<file path="src/rtl/alu_operand_issue.sv">
// Operand-issue stage feeding the execute adder: resolves rs1/rs2, selects/inverts B, and
// registers {a, b, cin, rd, we} through a 2-entry skid buffer. Optional macro: ALU_OPERAND_FWD_EN.
module alu_operand_issue #(
  parameter int XLEN = 32
) (
  input  logic            clk,
  input  logic            rst_n,
  input  logic            in_valid,
  output logic            in_ready,
  input  logic [1:0]      in_op,
  input  logic [4:0]      in_rs1_idx,
  input  logic [4:0]      in_rs2_idx,
  input  logic [XLEN-1:0] in_rs1_val,
  input  logic [XLEN-1:0] in_rs2_val,
  input  logic [XLEN-1:0] in_imm,
  input  logic            in_use_imm,
  input  logic [4:0]      in_rd,
  input  logic            fwd_ex_we,
  input  logic            fwd_mem_we,
  input  logic [4:0]      fwd_ex_rd,
  input  logic [4:0]      fwd_mem_rd,
  input  logic [XLEN-1:0] fwd_ex_data,
  input  logic [XLEN-1:0] fwd_mem_data,
  input  logic            flush,
  output logic            out_valid,
  input  logic            out_ready,
  output logic [XLEN-1:0] out_a,
  output logic [XLEN-1:0] out_b,
  output logic            out_cin,
  output logic [4:0]      out_rd,
  output logic            out_we
);

  typedef enum logic [1:0] {
    OP_ADD   = 2'b00,
    OP_SUB   = 2'b01,
    OP_CMP   = 2'b10,
    OP_PASSA = 2'b11
  } op_e;

  // Entry layout: {a, b, cin, rd, we}
  localparam int PW = 2*XLEN + 7;

  logic [XLEN-1:0] rs1_res, rs2_res, b_sel, b_d;
  logic            cin_d, we_d, accept;
  logic [PW-1:0]   entry_d;
  logic [PW-1:0]   main_q, skid_q;
  logic            main_valid_q, skid_valid_q;

  always_comb begin
    rs1_res = in_rs1_val;
    rs2_res = in_rs2_val;
`ifdef ALU_OPERAND_FWD_EN
    // EX is the younger producer, so it overrides MEM.
    if (fwd_ex_we && fwd_ex_rd == in_rs1_idx)        rs1_res = fwd_ex_data;
    else if (fwd_mem_we && fwd_mem_rd == in_rs1_idx) rs1_res = fwd_mem_data;
    if (fwd_ex_we && fwd_ex_rd == in_rs2_idx)        rs2_res = fwd_ex_data;
    else if (fwd_mem_we && fwd_mem_rd == in_rs2_idx) rs2_res = fwd_mem_data;
`endif
    if (in_rs1_idx == 5'd0) rs1_res = '0;
    if (in_rs2_idx == 5'd0) rs2_res = '0;
  end

`ifndef ALU_OPERAND_FWD_EN
  logic unused_fwd;
  assign unused_fwd = ^{fwd_ex_we, fwd_mem_we, fwd_ex_rd, fwd_mem_rd, fwd_ex_data, fwd_mem_data};
`endif

  assign b_sel = in_use_imm ? in_imm : rs2_res;

  always_comb begin
    b_d   = b_sel;
    cin_d = 1'b0;
    case (op_e'(in_op))
      OP_ADD:         begin b_d = b_sel;  cin_d = 1'b0; end
      OP_SUB, OP_CMP: begin b_d = ~b_sel; cin_d = 1'b1; end
      OP_PASSA:       begin b_d = '0;     cin_d = 1'b0; end
      default:        begin b_d = b_sel;  cin_d = 1'b0; end
    endcase
  end

  assign we_d    = (op_e'(in_op) != OP_CMP) && (in_rd != 5'd0);
  assign entry_d = {rs1_res, b_d, cin_d, in_rd, we_d};

  assign in_ready = !skid_valid_q;
  assign accept   = in_valid && in_ready && !flush;

  always_ff @(posedge clk or negedge rst_n) begin
    if (!rst_n) begin
      main_q       <= '0;
      skid_q       <= '0;
      main_valid_q <= 1'b0;
      skid_valid_q <= 1'b0;
    end else if (flush) begin
      main_valid_q <= 1'b0;
      skid_valid_q <= 1'b0;
    end else if (skid_valid_q) begin
      // in_ready is low here, so no new op competes with the skid transfer.
      if (out_ready) begin
        main_q       <= skid_q;
        skid_valid_q <= 1'b0;
      end
    end else if (!main_valid_q || out_ready) begin
      main_valid_q <= accept;
      if (accept) main_q <= entry_d;
    end else if (accept) begin
      skid_q       <= entry_d;
      skid_valid_q <= 1'b1;
    end
  end

  assign out_valid = main_valid_q;
  assign {out_a, out_b, out_cin, out_rd, out_we} = main_q;

endmodule

</file>
<file path="config.mk">
export PLATFORM = sky130hd
export DESIGN_NAME = alu_operand_issue
export DESIGN_NICKNAME = d
export VERILOG_FILES = /design/src/rtl/alu_operand_issue.sv
export SDC_FILE = /design/constraint.sdc
export NUM_CORES = 1
export LEC_CHECK = 0
export CORE_MARGIN = 3
export CORE_UTILIZATION = 45
export CTS_CLUSTER_SIZE = 24
export DETAILED_ROUTE_END_ITERATION = 7
export GPL_TIMING_DRIVEN = 1
export PLACE_DENSITY = 0.81
export SETUP_SLACK_MARGIN = 0.02
export SYNTH_ARGS = -nofsm -noshare
export SYNTH_HDL_FRONTEND = slang
export SYNTH_SLANG_ARGS = --single-unit
</file>
<file path="constraint.sdc">
create_clock -name clk -period 1.8 [get_ports clk]
set_input_delay 0.36 -clock clk [delete_from_list [all_inputs] [get_ports clk]]
set_output_delay 0.36 -clock clk [all_outputs]
set_load 0.01 [all_outputs]
</file>
# After elaboration in Yosys (flattened, before gate mapping)
# Index checks and enable logic that the tools add are counted.
dict set report totals {
  register_bits 144
  input_bits 195
  wordCells 50
}
dict set report classes {
  eq_ne 6
  mux 17
  n_bitwise 4
  reduce_logical 19
}
# cell n
set op_table {}
lappend op_table {{$mux W71} 4}
lappend op_table {{$mux W32} 3}
lappend op_table {{$pmux W32 S3} 1}
lappend op_table {{$not A32 Y32} 1}
lappend op_table {{$logic_not A5 Y1} 2}
lappend op_table {{$mux W1} 8}
lappend op_table {{$reduce_and A4 Y1} 2}
lappend op_table {{$ne A2 B2 Y1 const B} 3}
lappend op_table {{$reduce_bool A2 Y1} 3}
lappend op_table {{$reduce_bool A5 Y1} 1}
lappend op_table {{$eq A2 B2 Y1 const B} 2}
lappend op_table {{$reduce_or A2 Y1} 2}
lappend op_table {{$logic_and A1 B1 Y1} 3}
lappend op_table {{$logic_not A1 Y1} 3}
lappend op_table {{$not A1 Y1} 3}
lappend op_table {{$eq A2 B1 Y1 const B} 1}
lappend op_table {{$logic_not A2 Y1} 1}
lappend op_table {{$pmux W1 S2} 1}
lappend op_table {{$reduce_and A2 Y1} 1}
lappend op_table {{$logic_or A1 B1 Y1} 1}

# Depth between registers and ports, before layout
dict set report logic_depth {
  word_depth 8
  depth_mapped 7
}

# Worst setup path after synthesis
# OpenSTA, ideal clock, no wires.
dict set report synth_timing {
  path_kind {input to register}
  start {input in_op[0]}
  end {register main_q[10]}
  arrival_time_ns 1.479
  t_required_ns 1.713
  setup_slack_ns 0.235
  path_stages 6
  n_path_buf 1
  cell_sequence {inv_1 -> ha_1 -> nor2b_1 -> clkbuf_1 -> mux2i_1 -> o211ai_1}
}
dict set report synth_via {
  elab_chain_len 6
}
# element line
set synth_rtl {}
lappend synth_rtl {{start: declaration} 10} ;# input logic [1:0] in_op,
lappend synth_rtl {{$eq A2 B1 Y1 / $eq A2 B2 Y1 (equally long branches)} 74} ;# case (op_e'(in_op))
lappend synth_rtl {{$reduce_or A2 Y1} 74}
lappend synth_rtl {{$pmux W32 S3 *} 74}
lappend synth_rtl {{$mux W71 *} 105} ;# if (accept) main_q <= entry_d;
lappend synth_rtl {{$mux W71 *} 103} ;# end else if (!main_valid_q || out_ready) begin
lappend synth_rtl {{$mux W71 *} 97} ;# end else if (skid_valid_q) begin
lappend synth_rtl {{end signal: assignment} 100} ;# main_q <= skid_q;
lappend synth_rtl {{end signal: assignment} 105}
lappend synth_rtl {{end: declaration} 47} ;# logic [PW-1:0] main_q, skid_q;
# Mark *: on every way between the ends. The rest lies on a longest branch, timed or not. The select of a mux whose other input is x is not followed.
# A chain may end at the register's enable or synchronous reset.

# Worst setup path after layout
dict set report layout_timing {
  start {input in_rs1_idx[4]}
  end {register main_q[49]}
}
dict set report layout_via {
  elab_chain_len 5
}
# element line
set layout_rtl {}
lappend layout_rtl {{start: declaration} 11} ;# input logic [4:0] in_rs1_idx,
lappend layout_rtl {{$logic_not A5 Y1} 60} ;# if (in_rs1_idx == 5'd0) rs1_res = '0;
lappend layout_rtl {{$mux W32} 60}
lappend layout_rtl {{$mux W71} 105}
lappend layout_rtl {{$mux W71} 103}
lappend layout_rtl {{$mux W71} 97}
# Every way passes these cells. The select of a mux whose other input is x is not followed.

==> reports/summary.txt <==
Status: completed
Largest net degree at the start of global routing: 74
Seq cells post-synth: 144
LEAKAGE: 4.20 nW
Non-Filler Instances: 1125
Post-synthesis simple-gate area fraction: 0.110
Final period utilization: 0.960
Complex-gate fraction of the synthesized area: 0.206
Worst path cell trace: clkdlybuf4s50_1, or4_4, buf_4, o21ai_1, o211ai_1, o21a_1
Buf+Inv Stages, Crit Path: 2
# rows: 45
Unrepaired setup endpoints after global routing: true
# DRC: 0
Fin Clk Skew: 0.00493 ns
Top cells by area, synth: dfrtp_1 51%, mux2i_1 10%, nand2_1 7.4%
Critical path's top delay family: simple AND/OR/NAND/NOR gates
P_sw: 2.63 mW
Maximum fanout along the worst path: 12
Final hold violation count: 0
Vias in the first global route: 5878
Setup slack at placement: -0.375 ns
Clock Latency Late Sink: 0.41 ns
CP Class: input pin to register
Fillers: 1218
Max stage delay on crit path: 0.66 ns
XOR/XNOR share of the synthesized area: 0
VDD IR max: 0.626 mV
Initial antenna violation count: 0
NumNets Final: 1099
CP required: 2.10 ns
CTS H-tree lvls: 4
Core Area: 15300 µm²
Routed wire length: 17800 µm
Total CTS buffers: 17
Crit path time final: 1.73 ns
TritonRoute pass-1 iters: 5
Global route overflow: 0
Post-DP HPWL: 12600 µm
Initial core utilization: 0.460
Startpoint types: input pin
P&R area growth vs syn: 42.0%
Cell Count Post-Placement: 1092
Post-synthesis sequential area ratio: 0.513
Largest family of logic cells by synthesized area: compound AO/OA/AOI/OAI gates
Final worst slack: 0.0714 ns
Port bufs: 191
Mean area per synthesized cell: 9.84 µm²
Die width: 131 µm
Power per cell area: 988 nW/µm²
Power Internal: 7.22 mW
FMAX: 0.578 GHz
Max-cap violations: 0
Distinct cells, synth: 28
Share of layout cells above drive strength 1: 0.105
Hold Path Class: input pin to asynchronous set/reset pin
Mapped Area: 7020 µm²
DRT iter0 DRCs: 358
Worst-case hold slack: 0.453 ns
Clock Path Buffers: 2
Sequential power share: 0.433
Slew @ Worst Pin: 0.753 ns
Slew Limit Fails: 0
WL/cell: 15.8 µm
Ys Warns: 0
TritonCTS clock tree: done
Largest area contributor in the netlist: dfrtp_1
First-pass GRT wire length: 28700 µm
Total GRT Usage: 0.210
Ports: 268
Critical-path top delay cell: or4_4
Crit. End Element: register
Synth Area in Adders: 0.00357
Endpoints failing setup: 0
Die area: 17100 µm²
Worst rel slew slack: 0.498
Die Ht: 131 µm
Via density: 5.33
Setup TNS: 0 ns
ANT nets after route: 0
GPL Wtd Cong: 0.824
Gate Count Post-Synth: 713
Via Count: 5992
CTS clk-pin slew, worst paths: 0.06 ns
ANT cells: 0
Sink Count: 144
Syn_nets: 910
Switching Fraction: 0.267
Top cell type's share of synthesized area: 0.513
Clk root buf: clkbuf_16
Multiplexer area fraction after synthesis: 0.109
Combinational share of power: 0.230
Clock share of power: 0.337
Arr. time, crit path: 2.03 ns
==> what timing repair did <==
| action | CTS | global route |
|---|---|---|
| pin swaps | 0 | 1 |
| setup endpoints to repair | 2 | 8 |
| hold endpoints to repair | 41 | 0 |
| hold buffers | 1 | 0 |
| resized for setup | 3 | 8 |
| setup buffers | 0 | 1 |
==> power by group through the flow <==
stage | Sequential [mW] | Clock [mW] | Combinational, mW
finish | 4.27 | 3.32 | 2.27
global placement | 4.27 | 0 | 2.22
CTS | 4.27 | 3.37 | 2.29
global route | 4.35 | 3.53 | 2.50
floorplan | 4.37 | 0 | 0.920
detailed placement | 4.31 | 0 | 2.28
==> routing by layer <==
metal | GRT usage | vias up | part of all wire
met4 | 0.0853 | 0 | 0.022
met5 | 0 | - | 0
li1 | - | 2912 | -
met1 | 0.274 | 2832 | 0.43
met3 | 0.0533 | 39 | 0.070
met2 | 0.336 | 209 | 0.48
==> sequential cells by signal (all words and copies together), names as in the netlist <==
register,cells
main_q,71
skid_q,71
out_valid,1
skid_valid_q,1
==> stage by stage <==
| step | util | area, µm² | total power, mW |
|---|---|---|---|
| CTS | 0.651 | 9930 | 9.93 |
| detailed placement | 0.614 | 9360 | 6.59 |
| global placement | 0.614 | 9360 | 6.49 |
| global route | 0.653 | 9970 | 10.4 |
| floorplan | - | 7020 | 5.29 |
| finish | 0.653 | 9970 | 9.85 |
==> worst register-to-register path, delay by kind of cell (launching register included) <==
kind / cells / cell delay [ns]
buffers and inverters: 1 / 0.63
DFF: 1 / 0.49
AOI/OAI and AO/OA: 2 / 0.30
and+or+nand+nor: 1 / 0.15
==> synthesized netlist by cell type <==
master,count
o221ai_2,1
buf_2,14
o211ai_1,64
o21a_1,32
o21ai_0,61
or3_1,1
or4_4,1
o221a_1,1
o31ai_1,1
nand3_1,32
a21oi_1,35
nor2_1,4
or4_1,1
nand2_4,1
buf_6,10
nor2_2,1
ha_1,2
nand2_1,138
nor4_4,1
dfrtp_1,144
nand4_1,1
o21ai_1,42
inv_1,5
mux2_2,6
clkbuf_1,31
nor2b_1,1
buf_4,12
mux2i_1,70
==> layout make-up <==
class / instances / area (µm²) / share of cell area
flip-flops and latches: 144 / 3610 / 0.362
multi-input cells: 497 / 3060 / 0.307
repair buffers: 237 / 2460 / 0.247
clock buffers: 25 / 505 / 0.0507
well taps: 211 / 264 / 0.0265
clock inverters: 6 / 55.1 / 0.00552
inverters: 5 / 22.5 / 0.00226
==> placed cells by master (no fill, tap or decap), types with 2 or more instances in the layout <==
master / Yosys / routed
clkbuf_8: 0 / 5
clkinv_2: 0 / 5
nand2_1: 138 / 138
a21oi_1: 35 / 35
clkbuf_1: 31 / 3
nand3_1: 32 / 32
buf_12: 0 / 16
o211ai_1: 64 / 64
o21ai_1: 42 / 37
o21a_1: 32 / 32
clkbuf_16: 0 / 17
o21ai_2: 0 / 5
buf_4: 12 / 29
nor2_1: 4 / 3
inv_1: 5 / 4
o21ai_0: 61 / 61
clkdlybuf4s50_1: 0 / 186
mux2_2: 6 / 6
dfrtp_1: 144 / 143
ha_1: 2 / 2
mux2i_1: 70 / 70
==> worst paths after layout <==
check,startpoint,end,slack [ns],depth (start not counted)
max in group asynchronous,rst_n,main_q[67],0.73,3
worst min-delay path,rst_n,main_q[28],0.45,2
worst max-delay path,in_rs1_idx[4],main_q[49],0.07,6
min in group clk,skid_q[67],skid_q[67],0.48,2
worst min register to register,skid_q[67],skid_q[67],0.48,2
worst max register to register,skid_valid_q,main_q[58],0.17,4
==> logic make-up after synthesis <==
kind of cell | count (synthesis)
simple gates | 182
compound gates | 237
mux | 76
fa+ha+maj | 2
buf+inv | 72
flops | 144
Power figures use the tool's default switching activity.
